**config.mk**
```make
export PLATFORM = sky130hd
export DESIGN_NAME = sequence_generator
export DESIGN_NICKNAME = d
export VERILOG_FILES = /design/src/rtl/seq_gen_pkg.sv /design/src/rtl/sequence_generator_piso_shift.sv /design/src/rtl/sequence_generator.sv
export SDC_FILE = /design/constraint.sdc
export NUM_CORES = 1
export LEC_CHECK = 0
export ABC_CLOCK_PERIOD_IN_PS = 7700
export CAP_MARGIN = 20
export CORE_ASPECT_RATIO = 1.1
export CORE_MARGIN = 4
export CORE_UTILIZATION = 62
export CTS_BUF_LIST = sky130_fd_sc_hd__clkbuf_8
export CTS_CLUSTER_SIZE = 40
export DETAILED_ROUTE_END_ITERATION = 10
export PLACE_DENSITY_LB_ADDON = 0.3
export SLEW_MARGIN = 20
export SYNTH_ARGS = -nofsm -noshare
export SYNTH_HDL_FRONTEND = slang
export SYNTH_SLANG_ARGS = --single-unit
```
**constraint.sdc**
```tcl
create_clock -name clk -period 7.7 [get_ports clk]
set_input_delay 1.155 -clock clk [delete_from_list [all_inputs] [get_ports clk]]
set_output_delay 1.155 -clock clk [all_outputs]
set_load 0.01 [all_outputs]
```
**src/rtl/seq_gen_pkg.sv**
```systemverilog
// Shared types and constants for the serial pattern generator.
// SEQ_PAT is the reference pattern that the downstream sequence detector looks for.
package seq_gen_pkg;

  localparam int PAT_W_DEFAULT = 36;
  localparam int REP_W_DEFAULT = 4;

  localparam logic [35:0] SEQ_PAT = 36'hEDB_EDB_EDB;

  typedef enum logic {IDLE, SEND} seq_gen_state_t;

endpackage

```
**src/rtl/sequence_generator_piso_shift.sv**
```systemverilog
// Parallel-in serial-out shift register.
// On load the pattern is shifted left by lsh_i, so that its top pattern bit lands on the MSB.
module piso_shift #(
  parameter int W    = 36,
  parameter int SH_W = $clog2(W + 1)
) (
  input  logic            clk,
  input  logic            reset,
  input  logic            load_i,
  input  logic            shift_i,
  input  logic            clear_i,
  input  logic [W-1:0]    data_i,
  input  logic [SH_W-1:0] lsh_i,
  output logic            msb_o
);

  logic [W-1:0] shiftReg_q, shiftReg_d;

  // Clear takes priority so that x_o reads 0 as soon as a transfer ends or is aborted.
  always_comb begin
    shiftReg_d = shiftReg_q;
    if (clear_i) begin
      shiftReg_d = '0;
    end else if (load_i) begin
      shiftReg_d = data_i << lsh_i;
    end else if (shift_i) begin
      shiftReg_d = {shiftReg_q[W-2:0], 1'b0};
    end
  end

  always_ff @(posedge clk) begin
    if (reset) begin
      shiftReg_q <= '0;
    end else begin
      shiftReg_q <= shiftReg_d;
    end
  end

  assign msb_o = shiftReg_q[W-1];

endmodule

```
**src/rtl/sequence_generator.sv**
```systemverilog
// Serial pattern transmitter: sends pattern bits [L-1:0] MSB-first for repeat_i+1 passes,
// with a start/busy/done handshake and a synchronous abort.
module sequence_generator
  import seq_gen_pkg::*;
#(
  parameter int PAT_W = PAT_W_DEFAULT,
  parameter int CNT_W = $clog2(PAT_W + 1),
  parameter int REP_W = REP_W_DEFAULT
) (
  input  logic             clk,
  input  logic             reset,
  input  logic             start_i,
  input  logic [PAT_W-1:0] pattern_i,
  input  logic [CNT_W-1:0] len_i,
  input  logic [REP_W-1:0] repeat_i,
  input  logic             abort_i,
  output logic             x_o,
  output logic             valid_o,
  output logic             busy_o,
  output logic             done_o
);

  localparam logic [CNT_W-1:0] FULL_LEN = CNT_W'(PAT_W);

  seq_gen_state_t   state_q, state_d;
  logic [CNT_W-1:0] bitCnt_q, bitCnt_d;
  logic [REP_W:0]   passCnt_q, passCnt_d;
  logic [CNT_W-1:0] len_q, len_d;
  logic [PAT_W-1:0] pat_q, pat_d;
  logic             done_q, done_d;

  logic [CNT_W-1:0] effLen;
  logic [PAT_W-1:0] loadPat;
  logic [CNT_W-1:0] loadLen;
  logic             loadSr, shiftSr, clearSr;

  assign effLen = ((len_i == '0) || (len_i > FULL_LEN)) ? FULL_LEN : len_i;

  // Next-state logic; the pass counter has one spare bit so repeat_i all-ones cannot wrap.
  always_comb begin
    state_d   = state_q;
    bitCnt_d  = bitCnt_q;
    passCnt_d = passCnt_q;
    len_d     = len_q;
    pat_d     = pat_q;
    done_d    = 1'b0;
    loadSr    = 1'b0;
    shiftSr   = 1'b0;
    clearSr   = 1'b0;
    loadPat   = pat_q;
    loadLen   = len_q;
    case (state_q)
      IDLE: begin
        if (start_i) begin
          state_d   = SEND;
          pat_d     = pattern_i;
          len_d     = effLen;
          bitCnt_d  = effLen - CNT_W'(1);
          passCnt_d = {1'b0, repeat_i} + (REP_W + 1)'(1);
          loadSr    = 1'b1;
          loadPat   = pattern_i;
          loadLen   = effLen;
        end
      end
      SEND: begin
        if (abort_i) begin
          state_d   = IDLE;
          bitCnt_d  = '0;
          passCnt_d = '0;
          clearSr   = 1'b1;
        end else if (bitCnt_q == '0) begin
          if (passCnt_q > (REP_W + 1)'(1)) begin
            passCnt_d = passCnt_q - (REP_W + 1)'(1);
            bitCnt_d  = len_q - CNT_W'(1);
            loadSr    = 1'b1;
          end else begin
            state_d   = IDLE;
            passCnt_d = '0;
            done_d    = 1'b1;
            clearSr   = 1'b1;
          end
        end else begin
          bitCnt_d = bitCnt_q - CNT_W'(1);
          shiftSr  = 1'b1;
        end
      end
      default: state_d = IDLE;
    endcase
  end

  always_ff @(posedge clk) begin
    if (reset) begin
      state_q   <= IDLE;
      bitCnt_q  <= '0;
      passCnt_q <= '0;
      len_q     <= '0;
      pat_q     <= '0;
      done_q    <= 1'b0;
    end else begin
      state_q   <= state_d;
      bitCnt_q  <= bitCnt_d;
      passCnt_q <= passCnt_d;
      len_q     <= len_d;
      pat_q     <= pat_d;
      done_q    <= done_d;
    end
  end

  piso_shift #(
    .W    (PAT_W),
    .SH_W (CNT_W)
  ) uShift (
    .clk     (clk),
    .reset   (reset),
    .load_i  (loadSr),
    .shift_i (shiftSr),
    .clear_i (clearSr),
    .data_i  (loadPat),
    .lsh_i   (FULL_LEN - loadLen),
    .msb_o   (x_o)
  );

  assign valid_o = (state_q == SEND);
  assign busy_o  = (state_q == SEND);
  assign done_o  = done_q;

endmodule

```
==> impl_metrics.csv, run 1 <==
group,metric,value,unit
clocking,cts_hold_buf,0,
worst_setup_path,cp_max_fo,38,
timing,fin_crit_sh,0.645,
clocking,postCtsSetupRepairBufs,0,
route,wl,20.5,mm
logic_synthesis,synth.most_common_cell,"nor2_1",
route,drc,0,
cells_and_area,nets,891,
timing,whs,0.483,ns
place,dp_slack,2.45,ns
clocking,clockBufferDepth,2,
clocking,cts_buffers,9,
clocking,cts.clk_slew.worst_paths,0.09,ns
timing,skew,0.0103,ns
global_routing,grt_pass1_wl,33.3,mm
worst_setup_path,worstPathRequired,8.04,ns
worst_setup_path,crit_path_end_kind,"register",
timing,rsz0062_at_grt,"no",
logic_synthesis,synth_edf_count,0,
place,place.detailed.hpwl,14.7,mm
timing,slew_violations,0,
timing,relSlewSlack,0.277,
logic_synthesis,synthTopCellsByCount,"nor2_1 (114), dfxtp_1 (91), mux2i_1 (67)",
route,vias,6827,
floorplan,die_h,119,µm
cells_and_area,drive_gt1_frac,0.107,
pwr,ir_drop,0.000118,V
place,gp_congestion,0.992,
logic_synthesis,yosysSeqAreaShare,0.264,
timing,setup_ws,2.74,ns
place,port_buffers,53,
logic_synthesis,synthTopCellsByArea,"dfxtp_1 (26%), mux2i_1 (9.7%), nor2_1 (6.2%)",
logic_synthesis,syn_area,6890,µm²
timing,tightest_slew,1.08,ns
cells_and_area,syn2layout_area_growth,8.50,%
cells_and_area,diodes,0,
global_routing,grt.total_usage,0.321,
logic_synthesis,avgSynthCellArea,8.24,µm²
clocking,clk_latency,0.39,ns
worst_setup_path,worst_path_max_delay_cell,"mux2i_4",
timing,finalSetupViolCount,0,
logic_synthesis,synth-seq-cells,91,
route,firstDrtPassIters,6,
logic_synthesis,synth.distinct_cells,85,
worst_setup_path,cp_num_buf_inv,2,
clocking,clock_sinks,91,
floorplan,io_pins,54,
timing,finalHoldViolCount,0,
timing,min_period,4.96,ns
timing,fmax,0.202,GHz
clocking,root_buffer,"clkbuf_8",
floorplan,start_util,0.631,
logic_synthesis,async_reset_ff_frac,0,
route,final_antenna_net_count,0,
route,viasPerCell,6.91,
timing,tns,0,ns
cells_and_area,fin_util,0.685,
floorplan,core,10900,µm²
logic_synthesis,synth_top_cell_by_area,"dfxtp_1",
route,wl_per_cell,20.7,µm
logic_synthesis,synthesis.nets,891,
hold_path,hold_class,"register to register",
clocking,tritoncts,"yes",
route,drtIter0Drc,763,
floorplan,die_x,109,µm
flow_run,max_cap_viol_count,0,
clocking,htree_num_levels,3,
logic_synthesis,syn_inst,836,
worst_setup_path,crit_type,"input port to register",
cells_and_area,nFillCells,939,
pwr,p_leak,2.81,nW
status,status,"completed",
global_routing,grt_pass1_vias,6420,
logic_synthesis,synth_top_flop_cell,"dfxtp_1",
clocking,post_cts_resized,0,
worst_setup_path,max_stage_delay,0.94,ns
global_routing,grt_max_degree,58,
global_routing,overflow,0,
logic_synthesis,synth_top_area_frac,0.264,
worst_setup_path,cp_cell_sequence,"clkdlybuf4s50_1 -> nand2b_2 -> mux2i_4 -> a21oi_4 -> a21oi_2 -> nor2_1 -> buf_4 -> a2111oi_0 -> o32a_1",
worst_setup_path,critPathTopFamily,"compound AO/OA/AOI/OAI gates",
floorplan,die_area,12900,µm²
worst_setup_path,start_kind,"input port",
floorplan,std_cell_rows,40,
global_routing,antenna_found_initial,0,
worst_setup_path,rrSetupSlack,3.43,ns
logic_synthesis,yosys_warnings,0,
pwr,power.density,214,nW/µm²
worst_setup_path,cp.arrival,5.30,ns
[per-stage QoR]
| step | cell area, µm² | instances | power (mW) |
|---|---|---|---|
| 2_1_floorplan | 6890 | 836 | 1.05 |
| 6_report | 7470 | 988 | 1.60 |
| 3_5_place_dp | 7250 | 972 | 1.20 |
| 3_3_place_gp | 7250 | 972 | 1.19 |
| 5_1_grt | 7470 | 988 | 1.68 |
| 4_1_cts | 7470 | 988 | 1.57 |
[power by group]
part           total (mW)  internal (mW)  leakage, nW  switching [mW]
clock network       0.382          0.192        0.114           0.190
logic               0.676          0.255         1.95           0.421
registers           0.538          0.512        0.748          0.0260
total                1.60          0.959         2.81           0.637
[sequential cells by signal, indices dropped and copies added (netlist names)]
signal             count
done_o                 1
bitCnt_q               6
busy_o                 1
pat_q                 36
uShift.shiftReg_q     36
passCnt_q              5
len_q                  6
[area by class of cell]
class                           count  area, µm²  share of cell area
Clock buffer                       10        138              0.0184
Clock inverter                      6       88.8              0.0119
Multi-Input combinational cell    665       4620               0.619
Sequential cell                    91       1820               0.244
Timing Repair Buffer               62        593              0.0793
Tap cell                          147        184              0.0246
Inverter                            7       26.3             0.00352
[routing by layer]
layer | GRT usage | wire length (µm)
met1 | 0.429 | 8340
met2 | 0.496 | 9500
met3 | 0.0590 | 1700
met4 | 0.152 | 945
met5 | 0 | 0
[kinds of logic after synthesis]
logic type / after synthesis / synth area share
AOI/OAI and AO/OA: 257 / 0.278
DFF: 91 / 0.264
and+or+nand+nor: 295 / 0.207
muxes: 93 / 0.155
xor gates and xnor gates: 15 / 0.0218
adders and majority gates: 5 / 0.00908
buffers and inverters: 80 / 0.0656
[worst paths after layout]
path | to | from | cells after the start
worst min-delay path | passCnt_q[4] | passCnt_q[4] | 2
worst max register to register | uShift.shiftReg_q[34] | busy_o | 9
worst max-delay path | uShift.shiftReg_q[34] | start_i | 9
worst min register to register | passCnt_q[4] | passCnt_q[4] | 2
[worst min-delay path: stages (launching register included)]
cell     delay (ns)
dfxtp_1        0.33
o31ai_1        0.06
a21oi_1        0.06
[layout by cell type, fill, tap and decap left out, drive strengths merged, types with 8 or more instances in the layout]
cell           Yosys  routed
o22ai             12      12
a31oi             13      13
nor3              22      22
o221ai            17      17
buf               48      10
nor2             117     117
o211a             10      10
nand2             55      55
a211oi            22      22
o211ai            18      18
dfxtp             91      91
clkbuf            25      10
xnor2              8       8
and3               8       8
clkdlybuf4s50      0      52
nand2b            10      10
a21oi             47      47
inv                7       9
mux2i             79      79
nand3             38      38
mux2              14      14
nor4              16      16
a221oi             8       8
o21ai             49      49
No activity file was read; power rests on OpenSTA's default activity.
==> inputs of run 2 (changes only) <==
--- a/config.mk
+++ b/config.mk
@@ -5,11 +5,11 @@
 export SDC_FILE = /design/constraint.sdc
 export NUM_CORES = 1
 export LEC_CHECK = 0
-export ABC_CLOCK_PERIOD_IN_PS = 7700
+export ABC_CLOCK_PERIOD_IN_PS = 4380
 export CAP_MARGIN = 20
 export CORE_ASPECT_RATIO = 1.1
 export CORE_MARGIN = 4
-export CORE_UTILIZATION = 62
+export CORE_UTILIZATION = 55
 export CTS_BUF_LIST = sky130_fd_sc_hd__clkbuf_8
 export CTS_CLUSTER_SIZE = 40
 export DETAILED_ROUTE_END_ITERATION = 10
==> constraint.sdc (replaced) <==
create_clock -name clk -period 4.38 [get_ports clk]
set_input_delay 0.657 -clock clk [delete_from_list [all_inputs] [get_ports clk]]
set_output_delay 0.657 -clock clk [all_outputs]
set_load 0.01 [all_outputs]
==> run 2 against run 1 <==
First-iteration DRC count rose by 36%. Core utilization fell by 4.6 points. Design area rose by 3.7%. Highest routed layer unchanged.
==> impl_metrics.csv, run 2 (synthesis results as in run 1) <==
group,metric,value,unit
status,status,"completed",
timing,relSlewSlack,0.284,
worst_setup_path,max_stage_delay,0.68,ns
clocking,tritoncts,"yes",
pwr,power.density,364,nW/µm²
route,final_antenna_net_count,0,
worst_setup_path,cp_num_buf_inv,2,
clocking,cts_hold_buf,0,
pwr,ir_drop,0.000203,V
global_routing,grt.total_usage,0.293,
hold_path,hold_class,"register to register",
clocking,postCtsSetupRepairBufs,0,
flow_run,max_cap_viol_count,0,
cells_and_area,top_regs,"pat_q: 36 flops, uShift.shiftReg_q: 36 flops",
cells_and_area,stdcell_count,1032,
place,gp_congestion,0.992,
worst_setup_path,start_kind,"input port",
floorplan,die_area,14400,µm²
timing,tightest_slew,1.07,ns
cells_and_area,diodes,0,
pwr,p_leak,2.99,nW
worst_setup_path,cp.arrival,4.09,ns
timing,finalSetupViolCount,0,
cells_and_area,drive_gt1_frac,0.142,
timing,fin_crit_sh,0.857,
cells_and_area,multi_input_area,4620,µm²
timing,fmax,0.266,GHz
cells_and_area,layout_common_cells,"nor2_1 (114), dfxtp_1 (91), mux2i_1 (67), clkdlybuf4s50_1 (52), nand2_1 (49)",
floorplan,die_h,125,µm
floorplan,start_util,0.568,
floorplan,die_x,115,µm
worst_setup_path,worst_path_max_delay_cell,"xor2_1",
global_routing,grt_max_degree,46,
timing,min_period,3.75,ns
clocking,cts_buffers,9,
route,vias,6981,
cells_and_area,syn2layout_area_growth,12.6,%
timing,tns,0,ns
clocking,root_buffer,"clkbuf_8",
timing,slew_violations,0,
clocking,clockBufferDepth,2,
clocking,htree_num_levels,3,
route,drtIter0Drc,1036,
cells_and_area,nFillCells,1066,
route,wl_per_cell,20.8,µm
place,dp_cells,1016,
timing,rsz0062_at_grt,"no",
route,wl,21.5,mm
floorplan,io_pins,54,
timing,finalHoldViolCount,0,
route,firstDrtPassIters,5,
route,drc,0,
cells_and_area,nets,928,
cells_and_area,regArea,1820,µm²
floorplan,core,12100,µm²
place,port_buffers,53,
route,viasPerCell,6.76,
worst_setup_path,cp_max_fo,11,
clocking,cts.clk_slew.worst_paths,0.09,ns
clocking,post_cts_resized,0,
global_routing,antenna_found_initial,0,
floorplan,std_cell_rows,42,
global_routing,grt_pass1_wl,34.1,mm
clocking,clock_sinks,91,
timing,whs,0.492,ns
clocking,clk_latency,0.39,ns
cells_and_area,mostFrequentLayoutCell,"nor2_1",
worst_setup_path,crit_path_end_kind,"register",
global_routing,overflow,0,
global_routing,grt_pass1_vias,6479,
timing,skew,0.0153,ns
place,place.detailed.hpwl,16.0,mm
worst_setup_path,cp_cell_sequence,"clkdlybuf4s50_1 -> and2b_2 -> buf_4 -> mux2i_1 -> o211ai_1 -> xor2_1 -> nor2_1 -> a311oi_1 -> o31a_1",
worst_setup_path,critPathTopFamily,"buffers and inverters",
worst_setup_path,crit_type,"input port to register",
pwr,p_total,2.82,mW
worst_setup_path,worstPathRequired,4.72,ns
run 2: worst paths after layout:
kind,cells after the start,start,endpoint,slack [ns]
worst min register to register,2,passCnt_q[4],passCnt_q[4],0.49
worst max-delay path,9,start_i,uShift.shiftReg_q[35],0.63
worst min-delay path,2,passCnt_q[4],passCnt_q[4],0.49
worst max register to register,9,busy_o,uShift.shiftReg_q[35],0.98
run 2: final cells by class:
type,count,area share
Clock inverter,7,0.0110
Timing Repair Buffer,99,0.114
Sequential cell,91,0.235
Inverter,7,0.00339
Multi-Input combinational cell,665,0.596
Tap cell,154,0.0249
Clock buffer,9,0.0160
run 2: metrics by stage:
stage,util,area [µm²],worst slack (ns)
5_1_grt,0.639,7750,0.457
6_report,0.639,7750,0.625
4_1_cts,0.639,7750,0.757
3_5_place_dp,0.622,7540,0.340
2_1_floorplan,-,6890,1.66
3_3_place_gp,0.622,7540,0.341
run 2: worst register-to-register path, delay by kind of cell (launching register included):
family	cells	cell delay (ns)
mux	1	0.55
simple gates	2	0.55
flops	1	0.32
xor+xnor	1	0.68
buf+inv	2	0.49
compound gates	3	0.78
run 2: per-layer routing:
| layer | track usage | wire length [µm] | vias up |
|---|---|---|---|
| li1 | - | - | 3225 |
| met5 | 0 | 0 | - |
| met4 | 0.118 | 673 | 0 |
| met2 | 0.474 | 10200 | 406 |
| met1 | 0.387 | 8900 | 3296 |
| met3 | 0.0454 | 1730 | 54 |
run 2: where the power goes:
group / switching [mW] / internal [mW]
Sequential: 0.0462 / 0.900
Clock: 0.317 / 0.316
Combinational: 0.753 / 0.490
